--- src/rtl/pakin_rx.sv ---
// pakio link receiver: reassembles FSZ-bit flits into a PSZ-bit packet, checks
// address range and redundancy, and forwards good packets on a 4-phase channel.

`ifndef NS_ADDRESS_SIZE
`define NS_ADDRESS_SIZE 6
`endif
`ifndef NS_DATA_SIZE
`define NS_DATA_SIZE 4
`endif
`ifndef NS_REDUN_SIZE
`define NS_REDUN_SIZE 4
`endif
`ifndef NS_PACKET_SIZE
`define NS_PACKET_SIZE 14
`endif

// state     | meaning
// RESYNC    | wait for both handshakes idle after reset
// RX_IDLE   | waiting for the next flit request
// RX_ACK    | flit acknowledged, waiting for request release
// CHECK     | one cycle: validate packet, deliver or drop
// TX_WAIT   | packet offered, waiting for consumer ack
// TX_DONE   | waiting for consumer ack release
module pakin_rx #(
  parameter int ASZ      = `NS_ADDRESS_SIZE,
  parameter int DSZ      = `NS_DATA_SIZE,
  parameter int RSZ      = `NS_REDUN_SIZE,
  parameter int PSZ      = `NS_PACKET_SIZE,
  parameter int FSZ      = 2,
  parameter int MIN_ADDR = 1,
  parameter int MAX_ADDR = 14,
  parameter int CSZ      = 8
) (
  input  logic           i_clk,
  input  logic           reset,
  output logic           ready,
  input  logic           i0_req,
  input  logic [FSZ-1:0] i0_data,
  output logic           i0_ack,
  output logic           snd0_req,
  output logic [PSZ-1:0] snd0_data,
  input  logic           snd0_ack,
  output logic [CSZ-1:0] pak_cnt,
  output logic [CSZ-1:0] err_cnt
);

  localparam int NUM_FLITS = PSZ / FSZ;
  localparam int FCW       = $clog2(NUM_FLITS + 1);
  localparam logic [ASZ-1:0] MIN_A    = ASZ'(MIN_ADDR);
  localparam logic [ASZ-1:0] MAX_A    = ASZ'(MAX_ADDR);
  localparam logic [FCW-1:0] LAST_CNT = FCW'(NUM_FLITS);

  if ((PSZ != ASZ + DSZ + RSZ) || ((PSZ % FSZ) != 0)) begin : g_bad_params
    $error("pakin_rx: inconsistent packet/flit sizes");
  end

  typedef enum logic [2:0] {
    S_RESYNC  = 3'd0,
    S_RX_IDLE = 3'd1,
    S_RX_ACK  = 3'd2,
    S_CHECK   = 3'd3,
    S_TX_WAIT = 3'd4,
    S_TX_DONE = 3'd5
  } state_t;

  state_t r_state;
  state_t w_next;

  logic r_req_m, r_req_s;
  logic r_ack_m, r_ack_s;

  logic           r_ready;
  logic           r_i0_ack;
  logic           r_snd_req;
  logic [PSZ-1:0] r_snd_data;
  logic [PSZ-1:0] r_shift;
  logic [FCW-1:0] r_flit_cnt;
  logic [CSZ-1:0] r_pak_cnt;
  logic [CSZ-1:0] r_err_cnt;

  logic           w_take_flit;
  logic           w_flit_rel;
  logic           w_deliver;
  logic           w_drop;
  logic           w_tx_ack;
  logic           w_last_flit;
  logic           w_good;
  logic [ASZ-1:0] w_addr;
  logic [DSZ-1:0] w_data;
  logic [RSZ-1:0] w_red;
  logic [RSZ-1:0] w_red_calc;

  // Synchronisers reset high so RESYNC cannot exit before real input levels arrive.
  always_ff @(posedge i_clk or posedge reset) begin
    if (reset) begin
      r_req_m <= 1'b1;
      r_req_s <= 1'b1;
      r_ack_m <= 1'b1;
      r_ack_s <= 1'b1;
    end else begin
      r_req_m <= i0_req;
      r_req_s <= r_req_m;
      r_ack_m <= snd0_ack;
      r_ack_s <= r_ack_m;
    end
  end

  assign w_addr      = r_shift[PSZ-1 -: ASZ];
  assign w_data      = r_shift[RSZ +: DSZ];
  assign w_red       = r_shift[RSZ-1:0];
  assign w_red_calc  = RSZ'(w_addr) + RSZ'(w_data);
  assign w_good      = (w_addr >= MIN_A) && (w_addr <= MAX_A) && (w_red == w_red_calc);
  assign w_last_flit = (r_flit_cnt == LAST_CNT);

  always_ff @(posedge i_clk or posedge reset) begin
    if (reset) begin
      r_state <= S_RESYNC;
    end else begin
      r_state <= w_next;
    end
  end

  always_comb begin
    w_next = r_state;
    case (r_state)
      S_RESYNC:  if (!r_req_s && !r_ack_s) w_next = S_RX_IDLE;
      S_RX_IDLE: if (r_req_s) w_next = S_RX_ACK;
      S_RX_ACK:  if (!r_req_s) w_next = w_last_flit ? S_CHECK : S_RX_IDLE;
      S_CHECK:   w_next = w_good ? S_TX_WAIT : S_RX_IDLE;
      S_TX_WAIT: if (r_ack_s) w_next = S_TX_DONE;
      S_TX_DONE: if (!r_ack_s) w_next = S_RX_IDLE;
      default:   w_next = S_RESYNC;
    endcase
  end

  always_comb begin
    w_take_flit = 1'b0;
    w_flit_rel  = 1'b0;
    w_deliver   = 1'b0;
    w_drop      = 1'b0;
    w_tx_ack    = 1'b0;
    case (r_state)
      S_RX_IDLE: w_take_flit = r_req_s;
      S_RX_ACK:  w_flit_rel  = !r_req_s;
      S_CHECK: begin
        w_deliver = w_good;
        w_drop    = !w_good;
      end
      S_TX_WAIT: w_tx_ack = r_ack_s;
      default: ;
    endcase
  end

  always_ff @(posedge i_clk or posedge reset) begin
    if (reset) begin
      r_ready    <= 1'b0;
      r_i0_ack   <= 1'b0;
      r_snd_req  <= 1'b0;
      r_snd_data <= '0;
      r_shift    <= '0;
      r_flit_cnt <= '0;
      r_pak_cnt  <= '0;
      r_err_cnt  <= '0;
    end else begin
      r_ready <= 1'b1;
      if (w_take_flit) begin
        r_shift    <= {r_shift[PSZ-FSZ-1:0], i0_data};
        r_flit_cnt <= r_flit_cnt + FCW'(1);
        r_i0_ack   <= 1'b1;
      end
      if (w_flit_rel) begin
        r_i0_ack <= 1'b0;
        if (w_last_flit) r_flit_cnt <= '0;
      end
      if (w_deliver) begin
        r_snd_data <= r_shift;
        r_snd_req  <= 1'b1;
      end
      if (w_drop && (r_err_cnt != '1)) begin
        r_err_cnt <= r_err_cnt + CSZ'(1);
      end
      if (w_tx_ack) begin
        r_snd_req <= 1'b0;
        r_pak_cnt <= r_pak_cnt + CSZ'(1);
      end
    end
  end

  assign ready     = r_ready;
  assign i0_ack    = r_i0_ack;
  assign snd0_req  = r_snd_req;
  assign snd0_data = r_snd_data;
  assign pak_cnt   = r_pak_cnt;
  assign err_cnt   = r_err_cnt;

endmodule

--- config.mk ---
export PLATFORM = sky130hd
export DESIGN_NAME = pakin_rx
export DESIGN_NICKNAME = d
export VERILOG_FILES = /design/src/rtl/pakin_rx.sv
export SDC_FILE = /design/constraint.sdc
export NUM_CORES = 1
export LEC_CHECK = 0
export CAP_MARGIN = 20
export CORE_MARGIN = 4
export CORE_UTILIZATION = 50
export DETAILED_ROUTE_END_ITERATION = 8
export PLACE_DENSITY = 0.79
export SYNTH_ARGS = -nofsm -noshare
export SYNTH_HDL_FRONTEND = slang
export SYNTH_SLANG_ARGS = --single-unit
--- constraint.sdc ---
create_clock -name i_clk -period 5.2 [get_ports i_clk]
set_clock_uncertainty 0.2 [all_clocks]
set_input_delay 0.78 -clock i_clk [delete_from_list [all_inputs] [get_ports i_clk]]
set_output_delay 0.78 -clock i_clk [all_outputs]
set_load 0.01 [all_outputs]
* Yosys cells after proc, flatten, opt, wreduce, memory -nomap -nowiden
Cells that the tools add are included.
Operators by class: reductions and logical operators 11, $mul 0, shift operators 0, $lt $le $gt $ge 2, divide/modulo/power cells 0, equality and inequality tests 13, multiplexer cells 20, add/subtract/negate cells 4, bitwise gates (word level) 0
Operator list (count):
- $mux 3 | 9
- $pmux 3 s6 | 1
- $add 8x1->8 const B | 2
- $ne 2x2->1 const B | 5
- $eq 3x3->1 const B | 3
- $mux 1 | 9
- $ne 8x8->1 const B | 1
- $eq 3x2->1 const B | 2
- $ge 6x1->1 const B | 1
- $le 6x4->1 const B | 1
- $reduce_and 5->1 | 1
- $add 4x4->4 | 1
- $eq 4x4->1 | 1
- $logic_and 1x1->1 | 4
- $reduce_bool 2->1 | 2
- $add 3x1->3 const B | 1
- $eq 3x1->1 const B | 1
- $logic_not 1->1 | 3
- $logic_not 3->1 | 1
- $mux 2 | 1
Storage, ports and cells: bits in read-only memories 0, latch bits 0, flip-flop bits (word level) 57, memories kept 0, output and inout bits 33, memory bits (writable) 0, logic and storage cells 63, input port bits 6

* Longest topological paths before layout
Gate-level depths: netlist of the first run.
depth in word-level cells 6, gate-level depth with buffers 10

* Least setup slack after synthesis of the first run
Ideal clock, no wire load.
path kind register to register, from reg r_shift[8], to reg r_snd_data[0], in the netlist snd0_data[0], stages on the path, launching flop included 11, setup slack 2596 ps, arrival 2279 ps, cells stage by stage dfrtp_1 -> ha_1 -> inv_1 -> fa_1 -> xor2_1 -> nand4_1 -> nor3_1 -> and2_4 -> nand2_2 -> buf_6 -> mux2_2
On the way: cells in the longest elaborated chain, start to end 4, elaborated cells between the ends (all ways) 7, classes of those cells add/sub: 1; order compare: 2; eq/ne: 1; mux: 1; reduce/logical: 2
Ends and longest elaborated chain:
- start, declared | line 76 | logic [PSZ-1:0] r_shift;
- start signal, assigned | line 167 | r_shift <= {r_shift[PSZ-FSZ-1:0], i0_data};
- $add 4x4->4, or another cell as far along | line 111 | assign w_red_calc = RSZ'(w_addr) + RSZ'(w_data);
- $eq 4x4->1 / $logic_and 1x1->1 (equally long branches) | line 112 | assign w_good = (w_addr >= MIN_A) && (w_addr <= MAX_A) && (w_red == w_red_calc);
- $logic_and 1x1->1 (*) | line 112
- $mux 1 (*) | line 142 | case (r_state)
- end signal, assigned | line 176 | r_snd_data <= r_shift;
- end, declared | line 75 | logic [PSZ-1:0] r_snd_data;
Mark *: on every way between the ends. The rest lies on a longest branch, timed or not. A chain may end at the register's enable or synchronous reset.

* Worst setup path in the final report of the first run
from reg r_shift[8], to reg r_snd_data[1], in the netlist snd0_data[1]
Same word-level chain as after synthesis.

==> run_results.csv, run 1 <==
group,metric,value,unit
sta,min_period,2.96,ns
pwr,p_per_area,555,mW/mm^2
grt,grt_pass1_vias,1682,
die,die_x,78.4,microns
worst_setup_path,end_kind,"register",
cts,h-tree-depth,3,
grt,antenna_found_initial,0,
yosys,ys_ff_latch,57,
yosys,synth_edf_count,0,
yosys,synth-compound-area-share,0.0384,
finish,drive_gt1_frac,0.233,
sta,timing.final.hold_violations,0,
worst_setup_path,rrSetupSlack,2.24,ns
die,die_y,78.4,microns
finish,syn_to_final_growth,28.8,%
finish,multi_input_area,996,sq um
grt,grt_max_degree,58,
yosys,synthFlopType,"dfrtp_1",
yosys,synth.most_common_cell,"dfrtp_1",
yosys,synth_area_leaders,"dfrtp_1 54%, mux2_2 12%, xnor2_1 4.9%",
finish,register_area,0.00143,sq mm
routing,dr_wl_met2,2110,microns
yosys,yosysSeqAreaShare,0.577,
yosys,synth_mux_area_frac,0.122,
yosys,synthCells,194,
sta,finalSetupViolCount,0,
finish,final_nets,254,
worst_setup_path,criticalPathCategory,"reg -> reg",
flow_run,cap_viol_max_count,0,
cts,root_buffer,"clkbuf_8",
worst_setup_path,critPathArrivalTime,2.97,ns
run_status,outcome,"finished, final reports clean",
routing,drt_pass1_iterations,2,
sta,maxSlewViolCount,0,
cts,ctsResizeCount,0,
die,num_rows,25,
grt,grt_usage,0.169,
yosys,yosysTopAreaCellShare,0.535,
routing,wl_met1,1980,microns
pwr,ir_worst_vdd,291,uV
routing,dr.max_layer_used,"met4",
sta,relSlewSlack,0.546,
finish,fill_cells,382,
grt,grt_pass1_wl,7840,microns
placement,finalWeightedCongestion,0.800,
routing,ant_nets,0,
sta,rsz0062_at_grt,"no",
die,core,0.00475,sq mm
routing,post-route-drc-count,0,
sta,fin_tns_setup,0,ns
worst_setup_path,r2r-end,"snd0_data[1]",
worst_hold_path,min_path_type,"reg -> reg",
grt,overflow,0,
yosys,synth_largest_area_cell,"dfrtp_1",
yosys,synthAdderAreaFrac,0.0434,
cts,cts_max_path_buffers,2,
routing,wl_per_cell,14.1,microns
worst_setup_path,rr_worst_depth,9,
die,dieArea,0.00615,sq mm
cts,post-cts-setup-buffers,0,
yosys,synthSimpleGateAreaFrac,0.107,
yosys,synth-xor-area-share,0.0873,
finish,final_util,0.671,
worst_hold_path,hold_start,"r_req_m",
yosys,yosysWarningCount,0,
worst_hold_path,whs_endpoint,"r_req_s",
worst_setup_path,critPathRequiredTime,5.22,ns
sta,fin_crit_sh,0.569,
routing,vias_per_cell,5.05,
worst_setup_path,worstReg2RegStart,"r_shift[8]",
yosys,synth-async-reset-ratio,1.00,
die,initial_utilization,0.521,
pwr,p_leak,1.43,nW
cts,path_clk_slew,0.06,ns
finish,antennaDiodeCount,0,
sta,tightest_slew,0.682,ns
cts,numCtsBuffers,9,
yosys,syn-num-nets,208,
cts,cts_tree,"yes",
yosys,yosys-top-cells-count,"53 x dfrtp_1, 26 x mux2_2, 14 x xnor2_1",
yosys,synth_top_family_by_area,"multiplexers",
worst_hold_path,whs_path_depth,0,
cts,cts_sinks,57,
routing,vias,1576,
cts,insertion_delay,0.33,ns
yosys,syn_avg_cell_area,12.8,sq um
placement,place_hpwl,2970,microns
sta,fmax,0.338,GHz
worst_setup_path,cp-start-kind,"register",
worst_setup_path,path_max_fanout,15,
cts,cts_hold_buf,0,
placement,port_buffers,38,
routing,wirelength,4410,microns
die,num_io_pins,39,
yosys,ys_types,36,
yosys,netlist_area,0.00248,sq mm
routing,drt_iter0_markers,44,
routing,routed-wl-met3,200,microns
per-stage QoR:
| step | setup slack [ns] | hold WS (ns) | total power [mW] | cells | area [sq um] |
|---|---|---|---|---|---|
| CTS | 2.26 | 0.162 | 1.80 | 311 | 3190 |
| floorplan | 2.60 | 0.145 | 1.06 | 194 | 2480 |
| global placement | 2.43 | 0.146 | 1.24 | 295 | 2930 |
| detailed placement | 2.27 | 0.147 | 1.27 | 295 | 2930 |
| global route | 2.10 | 0.164 | 1.89 | 312 | 3190 |
| finish | 2.24 | 0.160 | 1.77 | 312 | 3190 |
cell families after synthesis:
group,count (synthesis)
muxes,27
xor gates and xnor gates,23
AOI/OAI and AO/OA,16
buffers and inverters,13
other,1
and+or+nand+nor,49
DFF,57
adders and majority gates,8
worst max-delay path by stage:
stage                           from  depth (start not counted)  slack, ns           end
after detailed placement  r_shift[8]                          9       2.27  snd0_data[1]
after floorplan           r_shift[8]                         10       2.60  snd0_data[0]
after global placement    r_shift[8]                          9       2.43  snd0_data[8]
final                     r_shift[8]                          9       2.24  snd0_data[1]
after CTS                 r_shift[8]                          9       2.26  snd0_data[1]
after global routing      r_shift[8]                          9       2.10  snd0_data[0]
worst max-delay path, cell delays in order (launching register included):
cell and delay (ns):
dfrtp_1 0.42, ha_1 0.19, inv_1 0.06, fa_1 0.49
xor2_1 0.18, nand4_1 0.15, nor3_1 0.33, and2_4 0.23
nand2_2 0.23, mux2_2 0.36
area by class of cell:
type	count	area share
timing repair buffer	41	0.125
multi-input combinational	124	0.312
sequential	57	0.448
clock buffer	12	0.0486
tap	67	0.0263
inverter	7	0.00823
clock inverter	4	0.0310
registers in the layout (all words and copies together) (netlist names):
signal      flops
r_shift        14
snd0_data      14
err_cnt         8
pak_cnt         8
r_flit_cnt      3
r_state         3
i0_ack          1
r_ack_m         1
r_ack_s         1
r_req_m         1
r_req_s         1
ready           1
snd0_req        1
placed cells by master, fill, tap and decap left out, drive strengths merged:
cell           Yosys  routed
inv                7       7
or4                2       2
nor3               2       2
o31ai              1       1
a31oi              1       1
xnor2             16      16
fa                 1       1
bufinv             0       3
nor3b              2       2
nor4bb             1       1
nand3b             1       1
buf                1       2
mux2i              1       1
o21ai              6       6
a21oi              6       6
a21o               1       1
ha                 7       7
a32o               1       1
dfrtp             53      53
nand4              8       8
mux2              26      26
and2               3       3
dfstp              4       4
conb               1       1
nand2b             3       3
clkinv             0       1
clkdlybuf4s50      0      38
and3               1       1
nand3              2       2
xor2               7       7
nand2             14      14
nor2              10      10
clkbuf             5      13
report_power, final:
part	total (mW)	leakage [nW]	switching [mW]	internal [mW]
combinational	0.548	0.565	0.236	0.312
clock	0.515	0.127	0.170	0.345
sequential	0.710	0.742	0.135	0.574
total	1.77	1.43	0.541	1.23
per-layer routing:
metal / up-vias / global-route usage
li1: 749 / -
met5: - / 0
met3: 11 / 0.0722
met4: 0 / 0.0909
met2: 31 / 0.262
met1: 785 / 0.200
No activity file was read; power rests on OpenSTA's default activity.
==> inputs of run 2 (changes only) <==
==> constraint.sdc (replaced) <==
create_clock -name i_clk -period 2.75 [get_ports i_clk]
set_clock_uncertainty 0.2 [all_clocks]
set_input_delay 0.4125 -clock i_clk [delete_from_list [all_inputs] [get_ports i_clk]]
set_output_delay 0.4125 -clock i_clk [all_outputs]
set_load 0.01 [all_outputs]
==> run 2 against run 1 <==
Sequential share of layout area up 0.35 points; sequential power increased by 87%; non-clock buffer count increased by 3; global-route usage fell by 0.62 points; via count decreased by 0.32%.
==> run_results.csv, run 2 (synthesis gave the netlist of run 1 again) <==
group,metric,value,unit
die,initial_utilization,0.521,
sta,fmax,0.390,GHz
routing,wirelength,4290,microns
routing,drt_iter0_markers,51,
pwr,swShare,0.330,
worst_setup_path,critPathArrivalTime,2.58,ns
sta,fin_tns_setup,0,ns
pwr,p_leak,1.43,nW
placement,postPlaceCellArea,0.00298,sq mm
finish,drive_gt1_frac,0.250,
sta,rsz0062_at_grt,"no",
sta,setup_slack,0.186,ns
routing,drt_pass1_iterations,4,
sta,min_period,2.56,ns
finish,final_cell_mix,"53 x dfrtp_1, 38 x clkdlybuf4s50_1, 26 x mux2_2",
routing,post-route-drc-count,0,
grt,grt_pass1_vias,1637,
pwr,p_total,3.10,mW
finish,multi_input_area,0.00101,sq mm
sta,fin_crit_sh,0.932,
finish,design_area,0.00317,sq mm
cts,numCtsBuffers,9,
cts,cts_max_path_buffers,2,
pwr,p_comb_frac,0.350,
placement,dp_slack,-0.0737,ns
sta,maxSlewViolCount,0,
routing,wl_per_cell,13.6,microns
routing,vias_per_cell,4.99,
pwr,internal_power,2.08,mW
pwr,p_sw,1.02,mW
routing,vias,1571,
finish,final_nets,257,
finish,antennaDiodeCount,0,
pwr,pwr-share-clk,0.223,
grt,grt_pass1_wl,7630,microns
pwr,p_per_area,979,mW/mm^2
run_status,outcome,"finished, final reports clean",
cts,h-tree-depth,3,
worst_setup_path,cp-start-kind,"register",
sta,hold-worst-slack,0.0773,ns
die,dieArea,0.00615,sq mm
finish,stdcell_count,315,
finish,fill_cells,380,
cts,path_clk_slew,0.06,ns
placement,port_buffers,38,
grt,grt_max_degree,53,
placement,dpl.cell_count,299,
finish,final_common_cell,"dfrtp_1",
finish,final_util,0.666,
flow_run,cap_viol_max_count,0,
die,num_io_pins,39,
grt,overflow,0,
sta,finalSetupViolCount,0,
finish,register_area,0.00143,sq mm
worst_setup_path,end_kind,"register",
routing,ant_nets,0,
placement,place_hpwl,2940,microns
worst_setup_path,rr_worst_depth,9,
cts,cts_sinks,57,
sta,timing.final.hold_violations,0,
cts,root_buffer,"clkbuf_8",
worst_hold_path,min_path_type,"in -> async",
cts,insertion_delay,0.33,ns
die,num_rows,25,
worst_setup_path,criticalPathCategory,"reg -> reg",
worst_setup_path,critPathRequiredTime,2.77,ns
finish,syn_to_final_growth,27.8,%
grt,grt_usage,0.163,
die,core,0.00475,sq mm
pwr,p_seq_frac,0.428,
worst_setup_path,path_max_fanout,7,
pwr,ir_worst_vdd,543,uV
cts,cts_tree,"yes",
grt,antenna_found_initial,0,
placement,finalWeightedCongestion,0.774,
die,die_x,78.4,microns
die,die_y,78.4,microns
==> run 2: area by class of cell <==
cell class                 count  area share
clock inverter                 5     0.00948
inverter                       7     0.00830
sequential                    57       0.452
multi-input combinational    124       0.318
timing repair buffer          44       0.138
clock buffer                  11      0.0478
tap                           67      0.0265
==> run 2: worst paths after layout <==
kind | start | end | slack, ns
worst max-delay path | r_shift[4] | err_cnt[1] | 0.19
worst min-delay path | reset | snd0_data[1] | 0.08
worst max register to register | r_shift[4] | err_cnt[1] | 0.19
worst min register to register | r_req_m | r_req_s | 0.16
max in group asynchronous | reset | r_ack_s | 1.73
min in group i_clk | r_req_m | r_req_s | 0.16
==> run 2: repair_timing <==
| action | CTS | global route |
|---|---|---|
| pin swaps | 0 | 1 |
| resized for setup | 1 | 1 |
| hold buffers | 0 | 0 |
| endpoints found under the setup margin | 12 | 13 |
| buffers inserted | 0 | 0 |
==> run 2: per-layer routing <==
layer	GRT usage	wire (microns)	part of all wire
met5	0	0	0
met4	0.0944	108	0.025
met3	0.0493	172	0.040
met2	0.257	2110	0.49
met1	0.199	1900	0.44
==> run 2: power groups by stage <==
stage / logic (mW) / clock network (mW) / registers [mW]
finish: 1.08 / 0.690 / 1.33
global route: 1.20 / 0.749 / 1.38
CTS: 1.09 / 0.710 / 1.33
detailed placement: 1.08 / 0 / 1.34
global placement: 1.05 / 0 / 1.33
floorplan: 0.676 / 0 / 1.32
==> run 2: critical path, stage by stage, from the launching register on <==
cell and delay [ns]:
dfrtp_1 0.40, ha_1 0.22, inv_1 0.07, fa_1 0.44, xor2_1 0.16, nand4_1 0.11, nor3_2 0.05, buf_4 0.13
a21oi_2 0.29, mux2_2 0.37
